==> src/rtl/gpio_pkg.sv <==
// gpio_pkg: shared definitions for the memory-mapped GPIO input peripheral.
//   - register indices within the 16-byte window (word index = Address[3:2])
//   - port width and the MASK reset value
//   - a helper that zero-extends an 8-bit register to the 32-bit bus
package gpio_pkg;

  localparam int GPIO_WIDTH = 8;

  typedef enum logic [1:0] {
    REG_DATA = 2'd0,
    REG_RISE = 2'd1,
    REG_FALL = 2'd2,
    REG_MASK = 2'd3
  } reg_idx_e;

  localparam logic [GPIO_WIDTH-1:0] MASK_RESET = 8'hFF;

  // Upper bus bits of every register read back as zero.
  function automatic logic [31:0] zext_reg(input logic [GPIO_WIDTH-1:0] v);
    return {{(32-GPIO_WIDTH){1'b0}}, v};
  endfunction

endpackage

==> src/rtl/gpio_debouncer.sv <==
// gpio_debouncer: two-flop synchroniser plus a single shared debounce counter
// for the whole port.
//   clk, reset   : clock, asynchronous active-high reset
//   pins_i       : raw asynchronous pins
//   data_o       : debounced value (the DATA register)
//   commit_o     : high in the cycle whose closing edge loads a new DATA value
//   old_o, new_o : DATA before and after that edge, valid while commit_o is high
module gpio_debouncer
  import gpio_pkg::*;
#(
  parameter int DEBOUNCE_CYCLES = 16
) (
  input  logic                  clk,
  input  logic                  reset,
  input  logic [GPIO_WIDTH-1:0] pins_i,
  output logic [GPIO_WIDTH-1:0] data_o,
  output logic                  commit_o,
  output logic [GPIO_WIDTH-1:0] old_o,
  output logic [GPIO_WIDTH-1:0] new_o
);

  localparam int CW = $clog2(DEBOUNCE_CYCLES + 1);
  localparam logic [CW-1:0] CNT_LAST = CW'(DEBOUNCE_CYCLES - 1);
  localparam logic [CW-1:0] CNT_ONE  = CW'(1);

  logic [GPIO_WIDTH-1:0] sync1_q, sync1_d;
  logic [GPIO_WIDTH-1:0] sync2_q, sync2_d;
  logic [GPIO_WIDTH-1:0] prev_q, prev_d;
  logic [GPIO_WIDTH-1:0] data_q, data_d;
  logic [CW-1:0]         cnt_q, cnt_d;
  logic                  commit;

  always_comb begin
    sync1_d = pins_i;
    sync2_d = sync1_q;
    prev_d  = sync2_q;
    data_d  = data_q;
    cnt_d   = cnt_q;
    commit  = 1'b0;
    if (sync2_q != prev_q) begin
      // Any movement on the synchronised value restarts the stability window.
      cnt_d = '0;
    end else if (sync2_q != data_q) begin
      if (cnt_q == CNT_LAST) begin
        data_d = sync2_q;
        cnt_d  = '0;
        commit = 1'b1;
      end else begin
        cnt_d = cnt_q + CNT_ONE;
      end
    end else begin
      cnt_d = '0;
    end
  end

  always_ff @(posedge clk or posedge reset) begin
    if (reset) begin
      sync1_q <= '0;
      sync2_q <= '0;
      prev_q  <= '0;
      data_q  <= '0;
      cnt_q   <= '0;
    end else begin
      sync1_q <= sync1_d;
      sync2_q <= sync2_d;
      prev_q  <= prev_d;
      data_q  <= data_d;
      cnt_q   <= cnt_d;
    end
  end

  assign data_o   = data_q;
  assign commit_o = commit;
  assign old_o    = data_q;
  assign new_o    = sync2_q;

endmodule

==> src/rtl/gpio_in_responder.sv <==
// gpio_in_responder: 8-bit GPIO input peripheral on the data-memory bus.
// Debounces the pins and keeps sticky rising/falling edge flags.
//   clk, reset    : clock, asynchronous active-high reset
//   gpio_pins_i   : raw asynchronous pins
//   Mem_Write_i   : store strobe
//   Mem_Read_i    : load strobe
//   Address_i     : byte address; [31:4] selects the window, [3:2] the register
//   Write_Data_i  : store data
//   Read_Data_o   : combinational load data (0 unless hit and load)
//   Hit_o         : combinational window hit, independent of the strobes
// Registers: 0 DATA (RO), 1 RISE (W1C), 2 FALL (W1C), 3 MASK (RW).
module gpio_in_responder
  import gpio_pkg::*;
#(
  parameter logic [31:0] BASE_ADDR       = 32'h1001_0040,
  parameter int          DEBOUNCE_CYCLES = 16
) (
  input  logic                  clk,
  input  logic                  reset,
  input  logic [GPIO_WIDTH-1:0] gpio_pins_i,
  input  logic                  Mem_Write_i,
  input  logic                  Mem_Read_i,
  input  logic [31:0]           Address_i,
  input  logic [31:0]           Write_Data_i,
  output logic [31:0]           Read_Data_o,
  output logic                  Hit_o
);

  logic [GPIO_WIDTH-1:0] data;
  logic                  commit;
  logic [GPIO_WIDTH-1:0] old_val, new_val;

  gpio_debouncer #(
    .DEBOUNCE_CYCLES(DEBOUNCE_CYCLES)
  ) u_debouncer (
    .clk     (clk),
    .reset   (reset),
    .pins_i  (gpio_pins_i),
    .data_o  (data),
    .commit_o(commit),
    .old_o   (old_val),
    .new_o   (new_val)
  );

  logic [GPIO_WIDTH-1:0] rise_q, rise_d;
  logic [GPIO_WIDTH-1:0] fall_q, fall_d;
  logic [GPIO_WIDTH-1:0] mask_q, mask_d;

  logic                  hit;
  reg_idx_e              reg_idx;
  logic                  wr_rise, wr_fall, wr_mask;
  logic [GPIO_WIDTH-1:0] rise_set, fall_set, rise_clr, fall_clr;
  logic [GPIO_WIDTH-1:0] wr_byte;

  // Byte lanes and the upper data bits have no meaning here.
  logic unused_bits;
  assign unused_bits = ^{Address_i[1:0], Write_Data_i[31:GPIO_WIDTH]};

  assign hit     = (Address_i[31:4] == BASE_ADDR[31:4]);
  assign reg_idx = reg_idx_e'(Address_i[3:2]);
  assign wr_byte = Write_Data_i[GPIO_WIDTH-1:0];

  always_comb begin
    wr_rise  = hit && Mem_Write_i && (reg_idx == REG_RISE);
    wr_fall  = hit && Mem_Write_i && (reg_idx == REG_FALL);
    wr_mask  = hit && Mem_Write_i && (reg_idx == REG_MASK);

    // Edge flags use the MASK value in force before this edge, so a MASK
    // store only affects commits on later edges.
    rise_set = commit ? (~old_val &  new_val & mask_q) : '0;
    fall_set = commit ? ( old_val & ~new_val & mask_q) : '0;
    rise_clr = wr_rise ? wr_byte : '0;
    fall_clr = wr_fall ? wr_byte : '0;

    // Set is applied after clear so a coincident new edge is never lost.
    rise_d   = (rise_q & ~rise_clr) | rise_set;
    fall_d   = (fall_q & ~fall_clr) | fall_set;
    mask_d   = wr_mask ? wr_byte : mask_q;
  end

  always_ff @(posedge clk or posedge reset) begin
    if (reset) begin
      rise_q <= '0;
      fall_q <= '0;
      mask_q <= MASK_RESET;
    end else begin
      rise_q <= rise_d;
      fall_q <= fall_d;
      mask_q <= mask_d;
    end
  end

  always_comb begin
    Read_Data_o = '0;
    if (hit && Mem_Read_i) begin
      unique case (reg_idx)
        REG_DATA: Read_Data_o = zext_reg(data);
        REG_RISE: Read_Data_o = zext_reg(rise_q);
        REG_FALL: Read_Data_o = zext_reg(fall_q);
        REG_MASK: Read_Data_o = zext_reg(mask_q);
        default:  Read_Data_o = '0;
      endcase
    end
  end

  assign Hit_o = hit;

endmodule

==> config.mk <==
export PLATFORM = sky130hd
export DESIGN_NAME = gpio_in_responder
export DESIGN_NICKNAME = d
export VERILOG_FILES = /design/src/rtl/gpio_pkg.sv /design/src/rtl/gpio_debouncer.sv /design/src/rtl/gpio_in_responder.sv
export SDC_FILE = /design/constraint.sdc
export NUM_CORES = 1
export LEC_CHECK = 0
export BUFFER_PORTS_ARGS = -buffer_cell sky130_fd_sc_hd__clkbuf_2
export CORE_ASPECT_RATIO = 0.8
export CORE_MARGIN = 3
export CORE_UTILIZATION = 35
export DETAILED_ROUTE_END_ITERATION = 10
export PLACE_DENSITY_LB_ADDON = 0.25
export SYNTH_ARGS = -nofsm -noshare
export SYNTH_HDL_FRONTEND = slang
export SYNTH_HIERARCHICAL = 1
export SYNTH_SLANG_ARGS = --single-unit
export TNS_END_PERCENT = 1
==> constraint.sdc <==
create_clock -name clk -period 2.37 [get_ports clk]
set_input_delay 0.474 -clock clk [delete_from_list [all_inputs] [get_ports clk]]
set_output_delay 0.474 -clock clk [all_outputs]
set_load 0.1 [all_outputs]
==> run_results.csv, run 1 <==
group,metric,value,unit
outcome,outcome,"complete, no violations",
routing,via_count,1939,
global_route,grtUsageMet1,17.51,%
floorplan,die_h,89.74,um
pwr,p_per_area,625.7,nW/um2
critical_path,reg2reg_to,"rise_q[6]",
timing,setup_viol,0,
logic_synthesis,yosys-top-cells-count,"dfrtp_1, buf_4, nor2b_1",
timing,final.min_clock_period,2.202,ns
timing,max_freq,0.4542,GHz
cts,hold_buffers,0,
logic_synthesis,synth_area_leaders,"dfrtp_1, buf_4, dfstp_2",
placed_design,io_buffers,58,
cts,clk_path_buf_depth,2,
cts,clock_latency,0.33,ns
critical_path,critPathKind,"in -> out",
final_layout,fin_cells,418,
critical_path,required,1.90,ns
logic_synthesis,synth_ff_type,"dfrtp_1",
critical_path,crit_path_end_kind,"primary output",
critical_path,r2r_slack,0.24,ns
critical_path,cp.arrival,1.73,ns
pwr,p_leak,0.001827,uW
routing,drc_errors,0,
critical_path,critPathLaunchType,"primary input",
floorplan,io_pins,109,
logic_synthesis,synth_area_leader_cell,"dfrtp_1",
routing,antenna_left,0,
cts,cts.clk_slew.worst_paths,0.06,ns
critical_path,startpoint,"Address_i[8]",
critical_path,worstSetupEndpoint,"Read_Data_o[3]",
timing,drv_slew,0,
critical_path,r2r-start,"u_debouncer/new_o[1]",
pwr,p_clk_share,43.1,%
floorplan,initial_core_util,37.25,%
pwr,switching_share,26.17,%
logic_synthesis,netlist-cell-type-count,32,
logic_synthesis,yosysTopAreaCellShare,43.23,%
timing,whs,0.1786,ns
global_route,grt_pass1_vias,1890,
global_route,grt_max_degree,38,
timing,hold_viol,0,
cts,cts_resized,0,
global_route,grt_use_total,12.84,%
routing,post_drt_wl_per_cell,14.30,um
final_layout,drive_gt1_share,41.94,%
placed_design,dp_hpwl,4512,um
floorplan,die_w,110.7,um
timing,fin_setup_tns,0,ns
cts,cts_num_sinks,61,
global_route,grt_use_met3,5.168,%
final_layout,fin_area,3820,um2
global_route,grt_pass1_wl,9970,um
global_route,overflow,0,
final_layout,final_nets,382,
placed_design,place_area,3575,um2
cts,root_buffer,"clkbuf_8",
pwr,p_switching,625.4,uW
routing,firstDrtPassIters,4,
cts,cts_buffers,9,
cts,cts_tree,"yes",
timing,finalCritPeriodShare,92.90,%
pwr,internal_power,1765,uW
floorplan,die_area,9932,um2
timing,tightestPinTransition,0.7016,ns
cts,cts-htree-levels,3,
final_layout,syn2layout_area_growth,24.51,%
pwr,combPwrFrac,11.7,%
floorplan,coreArea,8237,um2
pwr,pwr-share-seq,45.2,%
critical_path,crit_fanout,8,
logic_synthesis,yosysMostFrequentCell,"dfrtp_1",
logic_synthesis,netlist_instances,241,
timing,relSlewSlack,52.79,%
routing,viasPerCell,4.639,
min_path,hold_class,"in -> async",
logic_synthesis,yosysSeqAreaShare,50.08,%
placed_design,dp_slack,0.03516,ns
logic_synthesis,ys_warn_count,6,
critical_path,rr_worst_depth,7,
final_layout,antenna_cells,0,
timing,rsz0062_at_grt,"false",
placed_design,place_congestion,0.7084,
pwr,peakVddDrop,0.4416,mV
job,maxCapViolations,0,
routing,drtIter0Drc,93,
floorplan,num_rows,29,
logic_synthesis,ys_seq_elements,61,
global_route,antenna_found_initial,0,
timing,clock_skew,0.004352,ns
logic_synthesis,async_flop_share,100.0,%
global_route,gr-usage-met2,18.84,%
routing,drt-total-wl,5976,um
placed_design,dpl.cell_count,401,
logic_synthesis,synth_edf_count,0,
global_route,top_usage_layer,"met2",
logic_synthesis,syn_area,3068,um2
timing,timing.final.ws_setup,0.1682,ns
logic_synthesis,syn_avg_cell_area,12.73,um2
-- registers in the layout, indices dropped and copies added, names as in the netlist --
register,cells
u_debouncer/prev_q,8
fall_q,8
u_debouncer/cnt_q,5
u_debouncer/sync1_q,8
rise_q,8
u_debouncer/new_o,8
u_debouncer/data_o,8
mask_q,8
-- metal layers --
| metal | vias to the layer above | wire, um |
|---|---|---|
| li1 | 934 | - |
| met1 | 960 | 2760 |
| met3 | 6 | 283 |
| met2 | 39 | 2884 |
| met4 | 0 | 48 |
| met5 | - | 0 |
-- power by group through the flow --
stage / Combinational (uW) / Sequential [uW] / Clock (uW)
3_3_place_gp: 281 / 1100 / 0
6_report: 279 / 1080 / 1030
5_1_grt: 296 / 1080 / 1130
4_1_cts: 282 / 1080 / 1070
3_5_place_dp: 281 / 1100 / 0
2_1_floorplan: 249 / 1090 / 0
-- how the worst min path moves through the flow --
| stage | start | endpoint | slack [ns] | cells past startpoint |
|---|---|---|---|---|
| finish | reset | fall_q[3] | 0.18 | 3 |
| global route | reset | fall_q[0] | 0.19 | 3 |
| CTS | reset | fall_q[2] | 0.16 | 3 |
| detailed placement | u_debouncer/sync1_q[3] | u_debouncer/new_o[3] | 0.34 | 0 |
| global placement | u_debouncer/sync1_q[0] | u_debouncer/new_o[0] | 0.34 | 0 |
| floorplan | u_debouncer/sync1_q[0] | u_debouncer/new_o[0] | 0.33 | 0 |
-- cell type report --
cell class,instances,area [um2]
Clock buffer,12,155.1
Clock inverter,4,70.07
Fill cell,747,4417
Inverter,2,7.507
Multi-Input combinational cell,164,1410
Sequential cell,61,1536
Tap cell,108,135.1
Timing Repair Buffer,67,505.5
-- cell families after synthesis --
family | count (synthesis) | synth area share, %
xor gates and xnor gates | 18 | 5.139
AOI/OAI and AO/OA | 18 | 5.791
and+or+nand+nor | 79 | 17.46
muxes | 24 | 11.87
other | 1 | 0.1222
DFF | 61 | 50.08
buffers and inverters | 39 | 9.135
adders and majority gates | 1 | 0.4078
-- stage by stage --
stage | power (uW) | utilization [%]
after floorplan | 1344 | -
after global placement | 1381 | 43.40
after detailed placement | 1382 | 43.40
after CTS | 2438 | 46.13
after global routing | 2509 | 46.38
final | 2390 | 46.38
-- placed cells by master, fill, tap and decap left out, types with 2 or more instances in the layout --
cell / n
mux2_2: 15
xor2_1: 9
nor2_1: 3
conb_1: 24
a211o_1: 16
clkinv_2: 2
clkbuf_2: 49
nor4_1: 6
nand4_4: 3
inv_1: 2
nor2b_4: 8
buf_12: 10
nor4b_1: 3
mux4_2: 8
nor3_1: 2
dfrtp_1: 53
nor2b_1: 18
nand2_1: 9
nand4_1: 2
nor3b_1: 17
clkbuf_8: 11
buf_4: 8
bufinv_16: 2
dfstp_2: 8
xnor2_1: 9
nand3_1: 2
-- timing repair --
action                                  4_1_cts  5_1_grt
setup buffers                                 0        1
endpoints found under the setup margin        0        8
endpoints found under the hold margin         0        0
-- worst max-delay path, stage by stage --
cell and delay, ns:
clkbuf_2 0.08, nor4_1 0.29, and4_1 0.30, nand3_4 0.09
buf_12 0.17, nor2b_4 0.14, buf_12 0.18
Power figures use the tool's default switching activity.
==> run 2, diff against run 1 <==
--- a/config.mk
+++ b/config.mk
@@ -6,7 +6,6 @@
 export NUM_CORES = 1
 export LEC_CHECK = 0
 export BUFFER_PORTS_ARGS = -buffer_cell sky130_fd_sc_hd__clkbuf_2
-export CORE_ASPECT_RATIO = 0.8
 export CORE_MARGIN = 3
 export CORE_UTILIZATION = 35
 export DETAILED_ROUTE_END_ITERATION = 10
==> run 2 against run 1 <==
Non-clock buffer count unchanged. Clock power increased by 9.7%. Flip-flop and latch count unchanged. Design area increased by 0.49%. Final cell count decreased by 0.72%. Sequential power about the same. Hold slack got worse by 0.016 ns. Critical endpoint is now Read_Data_o[5].
==> run_results.csv, run 2 (synthesized netlist as in run 1, its figures left out) <==
group,metric,value,unit
pwr,combPwrFrac,11.1,%
cts,hold_buffers,0,
critical_path,critPathLaunchType,"primary input",
timing,hold_viol,0,
routing,drtIter0Drc,70,
floorplan,io_pins,109,
cts,clk_path_buf_depth,2,
routing,viasPerCell,4.701,
critical_path,cp.arrival,1.74,ns
min_path,hold_class,"in -> async",
timing,relSlewSlack,59.89,%
floorplan,die_area,9925,um2
cts,cts_num_sinks,61,
timing,whs,0.1627,ns
critical_path,cpPeakStageDelay,0.31,ns
pwr,p_leak,0.001828,uW
critical_path,crit_fanout,3,
global_route,grt_use_total,12.22,%
final_layout,layout.area.seq,1536,um2
final_layout,nFillCells,774,
final_layout,final_nets,382,
routing,drc_errors,0,
cts,cts_buffers,9,
global_route,grt_max_degree,38,
critical_path,required,1.90,ns
global_route,grt_pass1_wl,9363,um
final_layout,multi_input_area,1410,um2
timing,clock_skew,0.005071,ns
timing,setup_viol,0,
timing,tightestPinTransition,0.5961,ns
timing,rsz0062_at_grt,"false",
floorplan,die_h,99.63,um
timing,fin_setup_tns,0,ns
cts,post_cts_buffers,0,
placed_design,place_congestion,0.7710,
critical_path,critPathKind,"in -> out",
routing,antenna_left,0,
routing,drt-total-wl,5818,um
timing,final.min_clock_period,2.209,ns
routing,post_drt_wl_per_cell,14.02,um
final_layout,syn2layout_area_growth,25.12,%
final_layout,layout_commonest_cell,"dfrtp_1",
timing,max_freq,0.4527,GHz
floorplan,num_rows,33,
timing,drv_slew,0,
job,maxCapViolations,0,
final_layout,mostFrequentLayoutCells,"dfrtp_1, clkbuf_2, conb_1",
pwr,switching_share,25.87,%
pwr,peakVddDrop,0.4793,mV
global_route,overflow,0,
cts,cts-htree-levels,3,
cts,clock_latency,0.34,ns
cts,root_buffer,"clkbuf_8",
timing,finalCritPeriodShare,93.21,%
floorplan,coreArea,8382,um2
pwr,pwr-share-seq,43.5,%
routing,firstDrtPassIters,4,
final_layout,antenna_cells,0,
cts,cts.clk_slew.worst_paths,0.07,ns
floorplan,die_w,99.63,um
critical_path,cp_cell_sequence,"clkbuf_2 -> nor4b_1 -> and4_1 -> nand3_4 -> buf_4 -> nor2b_4 -> buf_12",
pwr,p_switching,642.9,uW
critical_path,crit_slowest_cell,"and4_1",
cts,cts_resized,0,
pwr,internal_power,1843,uW
global_route,grt_pass1_vias,1885,
final_layout,drive_gt1_share,42.26,%
placed_design,io_buffers,58,
outcome,outcome,"complete, no violations",
cts,cts_tree,"yes",
pwr,p_per_area,647.6,nW/um2
critical_path,crit_path_end_kind,"primary output",
placed_design,dp_hpwl,4277,um
global_route,antenna_found_initial,0,
critical_path,crit_family,"simple AND/OR/NAND/NOR gates",
pwr,p_clk_share,45.3,%
floorplan,initial_core_util,36.60,%
critical_path,critPathBufInv,3,
routing,via_count,1951,
run 2: cell types whose count changed in the layout (fill, tap and decap cells not counted), sizes merged:
cell      delta
clkinvlp     +2
clkinv       -1
clkbuf       -2
bufinv       +1
run 2: power groups by stage:
stage                     Clock (uW)  Combinational [uW]  Sequential, uW
after detailed placement           0                 279            1100
after floorplan                    0                 249            1090
after global placement             0                 278            1100
after CTS                       1160                 279            1080
final                           1130                 277            1080
after global routing            1210                 293            1080
run 2: worst paths after layout:
| check | endpoint | from | slack (ns) | cells past startpoint |
|---|---|---|---|---|
| hold / removal | fall_q[3] | reset | 0.16 | 3 |
| min in group clk | u_debouncer/sync1_q[3] | gpio_pins_i[3] | 0.24 | 1 |
| hold reg to reg | u_debouncer/new_o[5] | u_debouncer/sync1_q[5] | 0.35 | 0 |
| max in group asynchronous | u_debouncer/data_o[1] | reset | 1.83 | 3 |
| setup reg to reg | fall_q[6] | u_debouncer/new_o[1] | 0.27 | 7 |
| setup / recovery | Read_Data_o[5] | Address_i[15] | 0.16 | 7 |
run 2: through the flow:
step                std cells  instance area (um2)  util [%]  setup WS [ns]  power (uW)
CTS                       413                 3811     45.47        0.05095        2518
global route              415                 3839     45.80        0.03971        2582
global placement          397                 3563     42.51        0.06156        1378
detailed placement        397                 3563     42.51        0.05755        1380
finish                    415                 3839     45.80         0.1610        2486
floorplan                 264                 3227         -        0.05201        1344
run 2: layout make-up:
class	count	share of cell area (%)
Timing Repair Buffer	67	13.17
Tap cell	105	3.422
Sequential cell	61	40.03
Clock buffer	10	3.585
Multi-Input combinational cell	164	36.73
Clock inverter	6	2.868
Inverter	2	0.1956
run 2: worst register-to-register path, cell delays in order, from the launching register on:
cell	delay, ns
dfrtp_1	0.45
xor2_1	0.18
nor4_1	0.57
a2111oi_4	0.14
buf_4	0.24
nand2_1	0.11
nor3b_1	0.05
a211o_1	0.27
run 2: routing by layer:
layer	track usage (%)	vias to the layer above	part of all wire (%)	wire (um)
li1	-	926	-	-
met1	15.57	961	43	2474
met2	19.63	59	51	2964
met3	4.137	5	5.6	328
met4	3.887	0	0.88	51
met5	0	-	0	0
